<file path="config.mk">
export PLATFORM = sky130hd
export DESIGN_NAME = window_deserializer
export DESIGN_NICKNAME = d
export VERILOG_FILES = /design/src/rtl/window_deserializer_pkg.sv /design/src/rtl/window_deserializer.sv
export SDC_FILE = /design/constraint.sdc
export NUM_CORES = 2
export LEC_CHECK = 0
export ABC_AREA = 1
export BUFFER_PORTS_ARGS = -buffer_cell sky130_fd_sc_hd__buf_2
export CORE_AREA = 2 2 497 499
export DETAILED_ROUTE_END_ITERATION = 8
export DIE_AREA = 0 0 499 501
export HOLD_SLACK_MARGIN = 0.12
export PLACE_DENSITY = 0.46
export REMOVE_ABC_BUFFERS = 1
export SYNTH_ARGS = -nofsm -noshare
export SYNTH_HDL_FRONTEND = slang
export SYNTH_SLANG_ARGS = --single-unit
export TNS_END_PERCENT = 30
</file>
<file path="constraint.sdc">
create_clock -name clk -period 2.1 [get_ports clk]
set_input_delay 0.315 -clock clk [delete_from_list [all_inputs] [get_ports clk]]
set_output_delay 0.315 -clock clk [all_outputs]
set_load 0.02 [all_outputs]
</file>
<file path="src/rtl/window_deserializer_pkg.sv">
// Shared definitions for the window deserializer: sync marker, header field
// positions and the frame state encoding.
package window_deserializer_pkg;

    // Marker carried in the top byte of every header beat.
    localparam logic [7:0] SYNC_MARKER = 8'hA5;

    // Header field positions: the marker sits in the top MARKER_W bits of the
    // beat, metadata sits at the bottom starting at META_LSB.
    localparam int MARKER_W = 8;
    localparam int META_LSB = 0;

    typedef enum logic [1:0] {
        HDR     = 2'd0,
        PAYLOAD = 2'd1,
        OUT     = 2'd2
    } state_e;

endpackage

</file>
<file path="src/rtl/window_deserializer.sv">
// Window deserializer: reassembles a header-tagged stream of BUS_WIDTH beats
// into one WINDOW_WIDTH window (LSB-first) with its metadata tag.
// Optional feature: define WINDOW_DESERIALIZER_ERR_CNT_EN to add a saturating
// 16-bit count of rejected headers on err_count.
module window_deserializer
    import window_deserializer_pkg::*;
#(
    parameter int WINDOW_WIDTH = 1152,
    parameter int BUS_WIDTH    = 128,
    parameter int META_WIDTH   = 3
) (
    input  logic                    clk,
    input  logic                    rst,
    input  logic [BUS_WIDTH-1:0]    stream,
    input  logic                    stream_valid,
    output logic                    stream_ready,
    output logic [WINDOW_WIDTH-1:0] window,
    output logic [META_WIDTH-1:0]   metadata,
    output logic                    window_valid,
    input  logic                    window_ready,
    output logic                    frame_err
`ifdef WINDOW_DESERIALIZER_ERR_CNT_EN
    ,
    output logic [15:0]             err_count
`endif
);

    localparam int BEATS = (WINDOW_WIDTH + BUS_WIDTH - 1) / BUS_WIDTH;
    // A single-beat window still needs a one-bit counter to stay legal.
    localparam int CNT_W = (BEATS > 1) ? $clog2(BEATS) : 1;
    localparam logic [CNT_W-1:0] LAST_BEAT = CNT_W'(BEATS - 1);

    state_e                  state_q, state_d;
    logic [CNT_W-1:0]        cnt_q, cnt_d;
    logic [META_WIDTH-1:0]   meta_q, meta_d;
    logic                    frame_err_q, frame_err_d;
    logic [WINDOW_WIDTH-1:0] window_q, window_d;
    logic [BEATS-1:0]        slot_we;
    logic                    accept;
    logic                    marker_ok;

    assign accept    = stream_valid && stream_ready;
    assign marker_ok = (stream[BUS_WIDTH-1 -: MARKER_W] == SYNC_MARKER);

    // Next-state, counter, metadata capture and handshake outputs.
    always_comb begin
        state_d      = state_q;
        cnt_d        = cnt_q;
        meta_d       = meta_q;
        frame_err_d  = 1'b0;
        stream_ready = 1'b0;
        window_valid = 1'b0;
        case (state_q)
            HDR: begin
                stream_ready = 1'b1;
                if (accept) begin
                    if (marker_ok) begin
                        meta_d  = stream[META_LSB +: META_WIDTH];
                        cnt_d   = '0;
                        state_d = PAYLOAD;
                    end else begin
                        frame_err_d = 1'b1;
                    end
                end
            end
            PAYLOAD: begin
                // No marker check here: a payload beat that looks like a
                // header is plain data.
                stream_ready = 1'b1;
                if (accept) begin
                    if (cnt_q == LAST_BEAT) begin
                        state_d = OUT;
                    end else begin
                        cnt_d = cnt_q + 1'b1;
                    end
                end
            end
            OUT: begin
                window_valid = 1'b1;
                if (window_ready) begin
                    state_d = HDR;
                end
            end
            default: begin
                state_d = HDR;
            end
        endcase
    end

    // Per-slot write: beat k lands at window[k*BUS_WIDTH +: BUS_WIDTH]; the
    // last slot is trimmed so bits beyond WINDOW_WIDTH are dropped.
    for (genvar gi = 0; gi < BEATS; gi++) begin : g_slot
        localparam int LO = gi * BUS_WIDTH;
        localparam int SW = ((WINDOW_WIDTH - LO) < BUS_WIDTH) ? (WINDOW_WIDTH - LO) : BUS_WIDTH;
        assign slot_we[gi] = (state_q == PAYLOAD) && accept && (cnt_q == CNT_W'(gi));
        assign window_d[LO +: SW] = slot_we[gi] ? stream[SW-1:0] : window_q[LO +: SW];
    end

    // State, counter, metadata, error pulse and window registers.
    always_ff @(posedge clk) begin
        if (rst) begin
            state_q     <= HDR;
            cnt_q       <= '0;
            meta_q      <= '0;
            frame_err_q <= 1'b0;
            window_q    <= '0;
        end else begin
            state_q     <= state_d;
            cnt_q       <= cnt_d;
            meta_q      <= meta_d;
            frame_err_q <= frame_err_d;
            window_q    <= window_d;
        end
    end

    assign window    = window_q;
    assign metadata  = meta_q;
    assign frame_err = frame_err_q;

`ifdef WINDOW_DESERIALIZER_ERR_CNT_EN
    logic [15:0] err_count_q;

    // Saturating count of rejected headers, one step per frame_err pulse.
    always_ff @(posedge clk) begin
        if (rst) begin
            err_count_q <= '0;
        end else if (frame_err_q && (err_count_q != 16'hFFFF)) begin
            err_count_q <= err_count_q + 16'd1;
        end
    end

    assign err_count = err_count_q;
`endif

endmodule

</file>
==> impl_metrics.ini <==
[power_and_ir_drop]
peakVddDrop_mv = 0.587
leakagePower_nw = 24.9
power.density_nw_per_um2 = 870

[global_routing]
grt-ovfl-total = 0
grt_pass1_vias = 37500
grt_antenna_before_repair = 25
grt_first_pass_wirelength_mm = 287
track_usage = 0.158
grt_max_degree = 111

[placed_design]
placed_cells = 9407
postPlaceCellArea_um2 = 51100
pre_cts_ws_ns = 0.0348
place_hpwl_mm = 146
gp_congestion = 0.818
io_buffers = 1289

[logic_synthesis]
yosys.area_share.simple = 0.221
synth_warnings = 0
ys_types = 23
synth_fa_ha_area_frac = 0.00125
synth_compound_area_frac = 0.146
synth_top_family_by_area = simple AND/OR/NAND/NOR gates
synth_area_leaders = dfxtp_1 58%, nor2_1 22%, o21ai_0 14%, clkbuf_1 2.2%, buf_6 1.1%
syn_avg_cell_area_um2 = 7.87
synth.area.mux_share = 0
netlist_area_um2 = 40200
syn_inst = 5101
yosys.area.top_type_share = 0.579
synth_xor_area_frac = 0.000218
async_flop_share = 0
yosys_register_bits = 1162
yosysSeqAreaShare = 0.579
synth_area_leader_cell = dfxtp_1
synth_enable_flop_cells = 0
synth-main-ff-cell = dfxtp_1

[route]
routed.top_layer = met4
route.met2.wl_mm = 94.9
drt-pass1-iter-count = 5
drt_iter0_markers = 2726
wl_met3_mm = 18.2
antenna_left = 0
routed_via_density = 4.06
drt_wl_total_mm = 208
wl_met1_mm = 88.1
vias = 39800
drc = 0
post_drt_wl_per_cell_um = 21.2

[clock_network]
cts_tree = done
clkTransAtPathRegs_ns = 0.06
htreeDepth = 4
numCtsBuffers = 139
clkLatencyLatePin_ns = 0.77
clockRootBuffer = clkbuf_16
clockBufferDepth = 3
clock_sinks = 1162

[sta]
post-route-period-util = 0.991
hold_slack_ns = 0.210
setup_tns_ns = 0
clock_skew_ns = 0.0311
worst_pin_slew_ns = 1.00
fin_crit_ns = 2.08
setup_viol = 0
worst_slack_ns = 0.0193
rsz0062_at_grt = yes
fmaxAchievable_mhz = 481
hold_viol = 0
slew_headroom = 0.330
drv_slew = 0

[hold_path]
hold_path_end = window[1151]$_SDFFE_PP0P_
min_path_cells = 4
worstHoldStart = stream[127]
hold_class = primary input to flop

[worst_setup_path]
r2r_slack_ns = 0.02
cp-end-kind = flop
crit_type = flop to flop
r2r_end = window[396]$_SDFFE_PP0P_
start_kind = flop
worstPathMaxFanout = 111
ff2ff_path_depth = 5
arrival_ns = 2.71
cp_data_required_time_ns = 2.73
r2r-start = cnt_q[0]$_SDFFE_PP0P_

[final_layout]
area_delta_synth_final_pct = 42.4
layout-drive-gt1-share = 0.260
final_cell_mix = 2,311 x nor2_1, 1,288 x buf_2, 1,162 x dfxtp_1
fillCellCount = 27100
fin_nets = 6599
final_common_cell = nor2_1
final_cells = 9801
fin_area_um2 = 57200

[floorplanning]
die_h_um = 501
rows = 182
start_util = 0.164
die_w_um = 499
pin_count = 1290
design.core.area_um2 = 245000
die_area_um2 = 250000

[run]
maxCapViolCount = 0

[status]
status = complete, no violations
## flip-flops by register name, indices dropped and copies added, names as in the netlist
signal and cells:
frame_err 1, metadata 3, window 1152, cnt_q 4
state_q 2
## worst max-delay path, cell delays in order, from the launching register on
cell,delay [ns]
dfxtp_1,0.43
ha_1,0.37
nand3_4,0.15
buf_12,0.21
o21ai_0,0.37
nor2_1,0.07
## routing by layer
metal	vias up	global-route usage
met5	-	0
met3	286	0.0502
met1	18800	0.195
met2	1597	0.258
met4	0	0.0558
li1	19100	-
## how the worst max path moves through the flow
stage,from,to,slack [ns],cells past startpoint
6_report,cnt_q[0]$_SDFFE_PP0P_,window[396]$_SDFFE_PP0P_,0.02,5
3_5_place_dp,cnt_q[3]$_SDFFE_PP0P_,window[998]$_SDFFE_PP0P_,0.03,7
2_1_floorplan,rst,window[1003]$_SDFFE_PP0P_,-11.85,3
3_3_place_gp,cnt_q[3]$_SDFFE_PP0P_,window[998]$_SDFFE_PP0P_,0.04,7
5_1_grt,cnt_q[0]$_SDFFE_PP0P_,window[478]$_SDFFE_PP0P_,-0.006,5
4_1_cts,state_q[0]$_SDFFE_PP0P_,window_valid,0.01,4
## layout make-up
| class | count | area [µm²] | share of cell area |
|---|---|---|---|
| well taps | 3220 | 4030 | 0.0705 |
| inverters | 26 | 181 | 0.00317 |
| clock buffers | 199 | 3990 | 0.0697 |
| clock inverters | 45 | 593 | 0.0104 |
| flip-flops and latches | 1162 | 23300 | 0.407 |
| multi-input cells | 3527 | 14900 | 0.261 |
| repair buffers | 1607 | 10200 | 0.178 |
| diodes | 15 | 37.5 | 0.000657 |
## synthesized netlist by cell type, types with 2 or more instances
master    count
buf_6        40
o21ai_0    1132
nand3_1      17
inv_2         2
clkbuf_2      7
inv_1        23
a21oi_1      12
nand2_1      19
dfxtp_1    1162
buf_4        51
buf_1         3
clkbuf_1    238
nor2_1     2312
ha_1          4
buf_2        47
o21ai_1      25
## per-stage QoR
step / utilization / total power [W]
4_1_cts: 0.233 / 0.0506
5_1_grt: 0.233 / 0.0516
3_5_place_dp: 0.209 / 0.0254
2_1_floorplan: - / 0.0244
6_report: 0.234 / 0.0497
3_3_place_gp: 0.209 / 0.0254
## cells by family after synthesis
family	Yosys count
DFF	1162
xor gates and xnor gates	1
adders and majority gates	4
AOI/OAI and AO/OA	1170
buffers and inverters	412
and+or+nand+nor	2352
## timing repair
action,in CTS,in global routing
pin swaps,0,1
buffers inserted,0,3
endpoints found under the hold margin,1123,0
hold buffers,132,0
setup endpoints to repair,2,203
gates resized for setup,2,9
## power breakdown
group / total, W / switching, W / leakage [nW] / internal, W
registers: 0.0223 / 0.0000924 / 9.37 / 0.0222
clock network: 0.0246 / 0.0104 / 2.24 / 0.0142
logic: 0.00282 / 0.00197 / 13.3 / 0.000852
Power figures use the tool's default switching activity.
